$ cat config.mk
export PLATFORM = sky130hd
export DESIGN_NAME = button_events
export DESIGN_NICKNAME = d
export VERILOG_FILES = /design/src/rtl/button_events.sv
export SDC_FILE = /design/constraint.sdc
export NUM_CORES = 1
export LEC_CHECK = 0
export CAP_MARGIN = 20
export CORE_MARGIN = 8
export CORE_UTILIZATION = 29
export DETAILED_ROUTE_END_ITERATION = 7
export SLEW_MARGIN = 20
export SYNTH_ARGS = -nofsm -noshare
export SYNTH_HDL_FRONTEND = slang
export SYNTH_SLANG_ARGS = --single-unit
$ cat constraint.sdc
create_clock -name clk -period 6.3 [get_ports clk]
set_input_delay 1.26 -clock clk [delete_from_list [all_inputs] [get_ports clk]]
set_output_delay 1.26 -clock clk [all_outputs]
set_load 0.1 [all_outputs]
$ cat src/rtl/button_events.sv
// ----------------------------------------------------------------------------
// button_events
//
// Turns per-button debounced value/strobe pairs into discrete UI events
// (PRESS, RELEASE, LONG, REPEAT). Each button has a small FSM with a 32-bit
// hold down-counter. Every (button, kind) pair owns one pending bit. A single
// output register presents one event at a time on a valid/ready interface.
//
// Ports:
//   clk       system clock (only clock domain)
//   rst_n     asynchronous active-low reset
//   val       debounced button levels; only looked at when strb[i]=1
//   strb      1-cycle pulse per button: val[i] is freshly stable
//   ev_valid  an event is presented
//   ev_ready  consumer accepts the event when ev_valid && ev_ready
//   ev_btn    button index of the presented event
//   ev_kind   0=PRESS 1=RELEASE 2=LONG 3=REPEAT
//   ev_drop   1-cycle pulse: an event hit an already-full pending slot
// ----------------------------------------------------------------------------
module button_events #(
    parameter int BUTTONS     = 4,
    parameter int ACTIVE_LOW  = 1,
    parameter int LONG_TIME   = 50_000_000,
    parameter int REPEAT_TIME = 10_000_000
) (
    input  logic               clk,
    input  logic               rst_n,
    input  logic [BUTTONS-1:0] val,
    input  logic [BUTTONS-1:0] strb,
    output logic               ev_valid,
    input  logic               ev_ready,
    output logic [2:0]         ev_btn,
    output logic [1:0]         ev_kind,
    output logic               ev_drop
);

    localparam int          NPEND        = 4 * BUTTONS;
    localparam logic [31:0] LONG_LOAD    = 32'(LONG_TIME - 1);
    localparam logic [31:0] REPEAT_LOAD  = 32'(REPEAT_TIME - 1);
    // Level of val that means "pressed".
    localparam logic        PRESS_LEVEL  = (ACTIVE_LOW != 0) ? 1'b0 : 1'b1;

    localparam logic [1:0]  KIND_PRESS   = 2'd0;
    localparam logic [1:0]  KIND_RELEASE = 2'd1;
    localparam logic [1:0]  KIND_LONG    = 2'd2;
    localparam logic [1:0]  KIND_REPEAT  = 2'd3;

    typedef enum logic [1:0] {
        ST_UP   = 2'd0,
        ST_DOWN = 2'd1,
        ST_HELD = 2'd2
    } state_t;

    // Within one button, presentation order is PRESS, LONG, REPEAT, RELEASE.
    // RELEASE goes last so a quick tap always reads PRESS before RELEASE.
    function automatic logic [1:0] prio_kind(input int j);
        case (j)
            0:       prio_kind = KIND_PRESS;
            1:       prio_kind = KIND_LONG;
            2:       prio_kind = KIND_REPEAT;
            default: prio_kind = KIND_RELEASE;
        endcase
    endfunction

    // Event requests from all button FSMs, 4 bits per button indexed by kind.
    logic [NPEND-1:0] set_vec;

    // ------------------------------------------------------------------
    // Per-button FSMs
    // ------------------------------------------------------------------
    generate
        for (genvar gi = 0; gi < BUTTONS; gi++) begin : g_btn
            state_t      state_reg;
            state_t      state_next;
            logic [31:0] cnt_reg;
            logic [31:0] cnt_next;
            logic [3:0]  set_bits;
            logic        press;
            logic        rel;

            assign press = strb[gi] & (val[gi] == PRESS_LEVEL);
            assign rel   = strb[gi] & (val[gi] != PRESS_LEVEL);

            always_ff @(posedge clk or negedge rst_n) begin
                if (!rst_n) begin
                    state_reg <= ST_UP;
                    cnt_reg   <= '0;
                end else begin
                    state_reg <= state_next;
                    cnt_reg   <= cnt_next;
                end
            end

            always_comb begin
                state_next = state_reg;
                cnt_next   = cnt_reg;
                set_bits   = '0;
                case (state_reg)
                    ST_UP: begin
                        // A release strobe while already up is ignored.
                        if (press) begin
                            set_bits[KIND_PRESS] = 1'b1;
                            cnt_next             = LONG_LOAD;
                            state_next           = ST_DOWN;
                        end
                    end
                    ST_DOWN: begin
                        // Release beats an expiring counter on the same cycle.
                        if (rel) begin
                            set_bits[KIND_RELEASE] = 1'b1;
                            state_next             = ST_UP;
                        end else if (cnt_reg == 32'd0) begin
                            set_bits[KIND_LONG] = 1'b1;
                            cnt_next            = REPEAT_LOAD;
                            state_next          = ST_HELD;
                        end else begin
                            cnt_next = cnt_reg - 32'd1;
                        end
                    end
                    ST_HELD: begin
                        if (rel) begin
                            set_bits[KIND_RELEASE] = 1'b1;
                            state_next             = ST_UP;
                        end else if (cnt_reg == 32'd0) begin
                            set_bits[KIND_REPEAT] = 1'b1;
                            cnt_next              = REPEAT_LOAD;
                        end else begin
                            cnt_next = cnt_reg - 32'd1;
                        end
                    end
                    default: begin
                        state_next = ST_UP;
                    end
                endcase
            end

            assign set_vec[4*gi +: 4] = set_bits;
        end
    endgenerate

    // ------------------------------------------------------------------
    // Pending store and output register
    // ------------------------------------------------------------------
    logic [NPEND-1:0] pend_reg;
    logic [NPEND-1:0] pend_next;
    logic [NPEND-1:0] clear_vec;
    logic             ev_valid_reg;
    logic [2:0]       ev_btn_reg;
    logic [1:0]       ev_kind_reg;
    logic             ev_drop_reg;
    logic             drop_next;
    logic             found;
    logic             load;
    logic [2:0]       sel_btn;
    logic [1:0]       sel_kind;
    int               sel_idx;

    // Priority pick: scan from the lowest-priority slot upwards so the
    // last hit (lowest button, earliest kind in order) wins.
    always_comb begin
        found    = 1'b0;
        sel_btn  = '0;
        sel_kind = '0;
        sel_idx  = 0;
        for (int b = BUTTONS - 1; b >= 0; b--) begin
            for (int j = 3; j >= 0; j--) begin
                if (pend_reg[4*b + int'(prio_kind(j))]) begin
                    found    = 1'b1;
                    sel_btn  = 3'(b);
                    sel_kind = prio_kind(j);
                    sel_idx  = 4*b + int'(prio_kind(j));
                end
            end
        end
    end

    always_comb begin
        load      = found && (!ev_valid_reg || ev_ready);
        clear_vec = '0;
        if (load) begin
            clear_vec[sel_idx] = 1'b1;
        end
        // A slot being emptied on this edge can take a new event without loss.
        drop_next = |(set_vec & pend_reg & ~clear_vec);
        pend_next = (pend_reg & ~clear_vec) | set_vec;
    end

    always_ff @(posedge clk or negedge rst_n) begin
        if (!rst_n) begin
            pend_reg     <= '0;
            ev_valid_reg <= 1'b0;
            ev_btn_reg   <= '0;
            ev_kind_reg  <= '0;
            ev_drop_reg  <= 1'b0;
        end else begin
            pend_reg    <= pend_next;
            ev_drop_reg <= drop_next;
            // Output only advances when empty or being accepted, which keeps
            // btn/kind stable while the consumer stalls.
            if (!ev_valid_reg || ev_ready) begin
                ev_valid_reg <= found;
                if (found) begin
                    ev_btn_reg  <= sel_btn;
                    ev_kind_reg <= sel_kind;
                end
            end
        end
    end

    assign ev_valid = ev_valid_reg;
    assign ev_btn   = ev_btn_reg;
    assign ev_kind  = ev_kind_reg;
    assign ev_drop  = ev_drop_reg;

endmodule

Word level (Yosys, flattened, before mapping). Index checks and enable logic that the tools add are counted. Widths: inputs -> output; s select.

Memories: 0. Bits in registers: 159. ROM bits: 0. RAM bits: 0. Latch bits: 0. Output and inout bits: 7.

Equality and inequality tests: 24. Shift operators: 0. Order comparisons: 2. $add $sub $neg: 16. Reductions and logical operators: 30. Bitwise gates (word level): 17. Divide/modulo/power cells: 0. Multiplexer cells: 147. $mul: 0.

Operator list (count): $mux 32 (27); $pmux 32 s2 (4); $logic_not 32->1 (4); $sub 32x1->32 const B (4); $mux 2 (44); $mux 1 (50); $and 16x16->16 (3); $mux 3 (15); $add 4x2->5 const A (8); $ge 32x1->1 const B (1); $lt 32x6->1 const B (1); $ne 2x2->1 const B (12); $pmux 2 s3 (4); $reduce_and 3->1 (8); $add 3x2->4 const A (4); $mux 16 (1); $not 16->16 (1); $or 16x16->16 (1); $reduce_or 16->1 (1); $ne 3x3->1 const B (4); $and 1x1->1 (8); $eq 2x1->1 const B (4); $eq 2x2->1 const B (4); $logic_not 2->1 (4); 9 further kinds (19).

Depth between registers and ports, before layout.
Depth in word-level cells: 26. Mapped depth: 11. Mapped depth without buffers: 9.

Worst setup path after synthesis. No wires, ideal clock.

Path kind: in2reg. From: in strb[3]. To: reg g_btn[3].cnt_reg[30]. Arrival time: 2.591 ns. Stages on the path: 8. Path slack: 3.578 ns. Setup time: 0.131 ns. Cells stage by stage: clkbuf_1 -> nand2b_1 -> o21ai_0 -> a21oi_1 -> and3_1 -> nor2b_1 -> xnor2_1 -> nor2_1.

Cells in the longest elaborated chain, start to end: 3.

Ends and longest elaborated chain: start, declared (line 29) `input logic [BUTTONS-1:0] strb,`; $and 1x1->1, on equally long branches (line 82, 81); $ne 2x2->1 (no line); $reduce_and 3->1 (no line) *; end signal, assigned (line 90) `cnt_reg <= cnt_next;`; end, declared (line 75) `logic [31:0] cnt_reg;`.

Every way passes the cells marked *; elsewhere a longest branch is shown, timed or not. A chain may end at the register's enable or synchronous reset.

Worst setup path after layout.
From: in val[1]. To: reg g_btn[1].cnt_reg[6].

Cells in the longest elaborated chain, start to end: 4.

Ends and longest elaborated chain: start, declared (line 28) `input logic [BUTTONS-1:0] val,`; $not 1->1 (line 81) `assign press = strb[gi] & (val[gi] == PRESS_LEVEL);`; $and 1x1->1 (line 81); $ne 2x2->1 (no line); $reduce_and 3->1 (no line) *; end signal, assigned (line 90); end, declared (line 75).

Marked as above.

==> summary.md <==
| Metric | Value |
|---|---|
| Routed Antenna Nets | `0` |
| Fraction of final layout cells sized beyond drive strength 1 | `0.0629` |
| Final-report hold violation count | `0` |
| Flip-flop count of the largest register, all copies and words added | `128` |
| Number of buffers inserted by port buffering | `16` |
| H-tree levels | `4` |
| Syn_area_per_cell | `a little under 9 sq um` |
| DP Worst Slack | `2.58 ns` |
| Antenna diodes | `0` |
| Total core area | `0.0315 sq mm` |
| Wire length of the first global-routing pass | `39900 microns` |
| Most used cell, CP | `sky130_fd_sc_hd__nand2_1` |
| Delay of the slowest critical-path stage | `0.71 ns` |
| Largest fanout on the critical path | `26` |
| Count of vias placed by the detailed router | `8134` |
| Max-cap violations | `0` |
| Static leakage | `between 3 and 4 nW` |
| Post-CTS repair timing setup buffer count | `0` |
| Critical path type | `primary input to flop` |
| Net count after synthesis | `1096` |
| Number of cells produced by synthesis | `1066` |
| Arrival time reported for the critical path endpoint | `3.59 ns` |
| All-Layer GR Usage | `0.126` |
| Number of cells upsized or downsized after cts | `0` |
| Max Slew Vio Count | `0` |
| Setup TNS | `0 ns` |
| Number of nets in the layout | `1099` |
| Initial antenna violation count | `1` |
| Critical path buffer and inverter count | `1` |
| Post-synthesis to final-layout area growth | `12.6%` |
| Clock tree root buffer cell | `sky130_fd_sc_hd__clkbuf_16` |
| Synth warnings | `0` |
| Overflow after GRT | `0` |
| Number of flops mapped to enable cells by yosys | `0` |
| Critical Path Sink Type | `flop` |
| Post-layout util | `0.330` |
| Critical-path top delay cell | `sky130_fd_sc_hd__and2_1` |
| Setup ws final | `3.00 ns` |
| Final setup violation count | `0` |
| Die outline area | `0.0378 sq mm` |
| Detail-routed net length per standard cell | `15.9 microns` |
| Filler Cells Inserted | `3184` |
| Post-route DRC violation count | `0` |
| Final critical-path required period | `around 3.3 ns` |
| Post-route cell area | `0.0104 sq mm` |
| Clock-pin slew reported for the worst setup and hold paths after clock tree synthesis | `~0.07 ns` |
| Half-perimeter wire length after placement | `approximately 16000 microns` |
| Ports | `18` |
| Starting utilization of the core area | `0.293` |
| Flip-flop and latch count after synthesis | `158` |
| Cell area after placement | `0.00978 sq mm` |
| P per Cell Area | `356 mW/mm^2` |
| Async set-or-reset flop fraction in the synthesized netlist | `1.00` |
| Initial detailed-routing violation count | `636` |
| Clock tree from TritonCTS | `yes` |
| Flip-flop cell with the highest count after synthesis | `sky130_fd_sc_hd__dfrtp_1` |
| Classification of the worst-slack hold path | `flop to flop` |
| Number of buffers on the longest clock path | `2` |
| Routed wire length | `between 20000 and 25000 microns` |
| Startpoint type of the worst setup path | `primary input` |
| Clock latency at the later pin of the worst-skew pair | `0.43 ns` |
| Pin slew with the least headroom to its limit | `1.08 ns` |
| Netlist Area Pre-Place | `0.00923 sq mm` |
| Worst max-slew margin expressed relative to the limit | `0.278` |
| Cell chain of the critical path | `clkdlybuf4s50_1 > nand2_1 > and2_1 > nand2_1 > o41ai_1 > o21ai_0` |
| Unrepaired setup endpoints after global routing | `no` |
| Part of the Yosys area used for sequential elements | `0.428` |
| Max Fclk | `0.303 GHz` |
| Die outline height | `approximately 200 microns` |
| Drt pass-1 iters | `5` |
| Number of distinct standard cells referenced by the synthesized netlist | `70` |
| Largest net degree at the start of global routing | `between 60 and 70` |
| Last weighted congestion value of the routability-driven placer | `0.817` |
| Required arrival time at the worst endpoint | `6.60 ns` |
| Part of the cycle the worst path needs | `0.523` |
| Number of global-route vias before repair | `7776` |
| Post-detailed-route via-to-cell ratio | `approximately 5.5` |
| Overall die width | `194 microns` |
| Sinks on the clock net | `158` |
| Clock buffer count from CTS | `17` |
| Final Skew | `roughly 0.0094 ns` |
| IR Drop Worst-Case VDD | `roughly 0.23 mV` |
| Total chip power | `3.70 mW` |
| Cell Rows | `65` |
| Status | `completed` |
| Cell family contributing the most delay on the critical path | `simple AND/OR/NAND/NOR gates` |
| Number of buffers added to fix hold violations after cts | `0` |
## Yosys cell counts (all sizes together) (21+ instances only)
master | instances | area, sq um
a22o | 21 | 184
nand3 | 32 | 170
a21oi | 58 | 290
dfrtp | 158 | 3950
o21ai | 133 | 666
nand2 | 124 | 465
inv | 31 | 116
nor2 | 109 | 409
or3 | 27 | 169
nor3 | 58 | 313
nor4 | 35 | 347
clkbuf | 28 | 105
## layout by cell type (no fill, tap or decap), types with 4 or more instances in the layout
cell type	n
sky130_fd_sc_hd__nand4_1	7
sky130_fd_sc_hd__nor4_1	23
sky130_fd_sc_hd__a211o_1	6
sky130_fd_sc_hd__o21a_1	9
sky130_fd_sc_hd__nand2_1	124
sky130_fd_sc_hd__inv_1	31
sky130_fd_sc_hd__buf_4	7
sky130_fd_sc_hd__nand3_1	30
sky130_fd_sc_hd__and3_1	7
sky130_fd_sc_hd__nor3_1	56
sky130_fd_sc_hd__nor4_4	6
sky130_fd_sc_hd__a22o_1	21
sky130_fd_sc_hd__nor2_1	109
sky130_fd_sc_hd__or4_1	15
sky130_fd_sc_hd__o21ai_0	131
sky130_fd_sc_hd__dfrtp_1	158
sky130_fd_sc_hd__clkbuf_16	17
sky130_fd_sc_hd__ha_1	19
sky130_fd_sc_hd__nor4_2	6
sky130_fd_sc_hd__a31oi_1	16
sky130_fd_sc_hd__mux2i_1	4
sky130_fd_sc_hd__nor2b_1	8
sky130_fd_sc_hd__o31a_1	7
sky130_fd_sc_hd__or3_1	27
sky130_fd_sc_hd__o22ai_1	9
sky130_fd_sc_hd__clkdlybuf4s50_1	15
sky130_fd_sc_hd__a21oi_1	56
sky130_fd_sc_hd__xor2_1	6
sky130_fd_sc_hd__a32o_1	4
sky130_fd_sc_hd__o41ai_1	12
sky130_fd_sc_hd__xnor2_1	15
sky130_fd_sc_hd__and2_1	4
sky130_fd_sc_hd__o211ai_1	4
sky130_fd_sc_hd__a21o_1	10
sky130_fd_sc_hd__nand2b_1	12
sky130_fd_sc_hd__a41oi_1	4
sky130_fd_sc_hd__o31ai_1	17
## layout make-up
cell class	count	area, sq um	area share
flip-flops and latches	158	3950	0.380
clock inverters	9	134	0.0129
clock buffers	22	474	0.0456
well taps	402	503	0.0484
repair buffers	23	214	0.0206
multi-input cells	838	5000	0.481
inverters	31	116	0.0112
## path summary, 6_finish.rpt
check | start | depth (start not counted) | slack [ns] | to
max | val[1] | 6 | 3.00 | g_btn[1].cnt_reg[6]
min | g_btn[3].cnt_reg[12] | 1 | 0.48 | g_btn[3].cnt_reg[12]
max reg2reg | g_btn[1].cnt_reg[0] | 9 | 3.13 | g_btn[1].cnt_reg[19]
min reg2reg | g_btn[3].cnt_reg[12] | 1 | 0.48 | g_btn[3].cnt_reg[12]
max in group asynchronous | rst_n | 2 | 4.34 | g_btn[2].cnt_reg[12]
min in group asynchronous | rst_n | 1 | 0.76 | g_btn[1].cnt_reg[1]
## worst register-to-register path: stages, from the launching register on
cell and delay [ns]:
sky130_fd_sc_hd__dfrtp_1 0.41, sky130_fd_sc_hd__inv_1 0.09, sky130_fd_sc_hd__ha_1 0.14, sky130_fd_sc_hd__nor4b_1 0.60, sky130_fd_sc_hd__nand3_1 0.23, sky130_fd_sc_hd__or4_1 0.60
sky130_fd_sc_hd__and2_1 0.40, sky130_fd_sc_hd__nand2_1 0.38, sky130_fd_sc_hd__nor3_1 0.10, sky130_fd_sc_hd__a21oi_1 0.15
## stage by stage
stage / hold WS, ns / cells
4_1_cts: 0.491 / 1483
3_3_place_gp: 0.469 / 1452
2_1_floorplan: 0.442 / 1066
3_5_place_dp: 0.479 / 1452
5_1_grt: 0.510 / 1483
6_report: 0.482 / 1483
## cells by family (layout without fill, tap and decap cells)
family	Yosys count	after routing	share of synthesized area
simple gates	460	460	0.263
compound gates	331	331	0.225
flops	158	158	0.428
buf+inv	70	85	0.0312
xor+xnor	21	21	0.0199
fa+ha+maj	19	19	0.0258
mux	6	6	0.00678
other cells	1	1	0.000406
## where the power goes
group / total (mW) / internal [mW] / switching (mW)
combinational: 1.31 / 0.393 / 0.920
clock: 1.08 / 0.655 / 0.430
sequential: 1.30 / 1.14 / 0.164
## layer usage
metal  vias up  global-route usage  wire [microns]
li1       3951                   -               -
met3        25              0.0250             888
met5         -                   0              13
met4         2              0.0365             287
met2       186               0.199           10700
met1      3970               0.172           11700
(Power assumes the default switching activity.)
==> edit (same settings) <==
Change the parameter `BUTTONS` from 4 to 2.
--- a/src/rtl/button_events.sv
+++ b/src/rtl/button_events.sv
@@ -20,3 +20,3 @@
 module button_events #(
-    parameter int BUTTONS     = 4,
+    parameter int BUTTONS     = 2,
     parameter int ACTIVE_LOW  = 1,
Interface: changed (resized strb and val); port bits go from 18 to 14. No check against the original RTL was run, so the function may have changed too.
==> edit against the original RTL <==
- wire length down 48%
- sequential cell count down 77
- final area fell by 47%
- power shrank 49%
- synthesized cell count decreased by 47%
- worst setup slack got worse by 1.7 ps
- synthesized area shrank 47%
- utilization is 0.28 points higher
==> edit: results (changes against the original RTL) <==
hpwl dp 8.336 mm (-48%); synthesized instance count 567 (-47%); Placer Congestion 0.8869 (+8.6%); Final Skew 10.25 ps (+0.8105 ps); GRT met3 Usage 2.132% (-0.37 points); CTS Buf Count 9 (-8); reg2reg path depth 5 (-4); register area share after synthesis 41.10% (-1.7 points); Final nets 578 (-47%); Vias 4435 (-45%); top post-synthesis cells by count dfrtp_1 (81), nor2_1 (58), nand2_1 (44); vias in the first global route 3998 (-49%); Peak VDD IR 0.0001573 V (-31%); Wirelength per Cell 15.42 µm (-2.9%); met2 GRT Util 17.45% (-2.4 points); Worst-Skew Late Latency 340 ps (-90 ps); hold path depth 2 (+1); pin count of the biggest net entering global routing 74 (+21%); layout cell share with drive strength beyond 1 6.878% (+0.59 points); status complete, no violations; Least-Margin Pin Slew 1018 ps (-62.01 ps); antenna violations before repair 0 (-1); FF-to-FF Start g_btn[1].cnt_reg[6]; worst-path fanout max 29 (+12%); final wirelength 12.14 mm (-48%); met1 usage 15.32% (-1.8 points)
[edit: per-stage QoR]
step,area (µm²),util [%],total power [mW]
final,5522,33.30,1.889
after global routing,5522,33.30,2.005
after CTS,5522,33.30,1.896
after detailed placement,5210,31.42,1.340
after global placement,5210,31.42,1.315
after floorplan,4936,-,1.161
[edit: kinds of logic after synthesis]
logic type                 share of synthesized area [%]
other                                            0.07603
buffers and inverters                              4.490
and+or+nand+nor                                    26.69
muxes                                              3.526
adders and majority gates                          2.283
DFF                                                41.10
AOI/OAI and AO/OA                                  21.49
xor gates and xnor gates                          0.3552
[edit: metal layers]
metal	share of wire (%)	wire (µm)
met1	48	5844
met2	46	5597
met3	4.2	512
met4	1.5	184
met5	0	0
[edit: worst max-delay path, stage by stage]
cell             delay, ps
clkdlybuf4s50_1        520
nand2_1                260
o211a_1                770
nand2_1                220
o41ai_1                350
o31ai_1                120
[edit: path summary, 6_finish.rpt]
check,slack [ps],to
hold reg to reg,490,g_btn[0].cnt_reg[26]
hold / removal,490,g_btn[0].cnt_reg[26]
setup / recovery,3000,g_btn[0].cnt_reg[23]
max in group asynchronous,4430,g_btn[1].cnt_reg[7]
setup reg to reg,3220,g_btn[1].cnt_reg[7]
min in group asynchronous,720,g_btn[0].cnt_reg[15]
[edit: cell type report]
| type | instances | share of cell area [%] |
|---|---|---|
| flip-flops and latches | 81 | 36.71 |
| inverters | 22 | 1.496 |
| clock buffers | 10 | 4.328 |
| clock inverters | 6 | 1.314 |
| repair buffers | 15 | 2.493 |
| multi-input cells | 433 | 48.67 |
| well taps | 220 | 4.985 |
[edit: power breakdown]
group | leakage, nW | switching, mW | total [mW] | internal (mW)
Combinational | 0.977 | 0.456 | 0.658 | 0.202
Clock | 0.155 | 0.231 | 0.554 | 0.324
Sequential | 0.938 | 0.0829 | 0.677 | 0.594
Total | 2.07 | 0.770 | 1.89 | 1.12
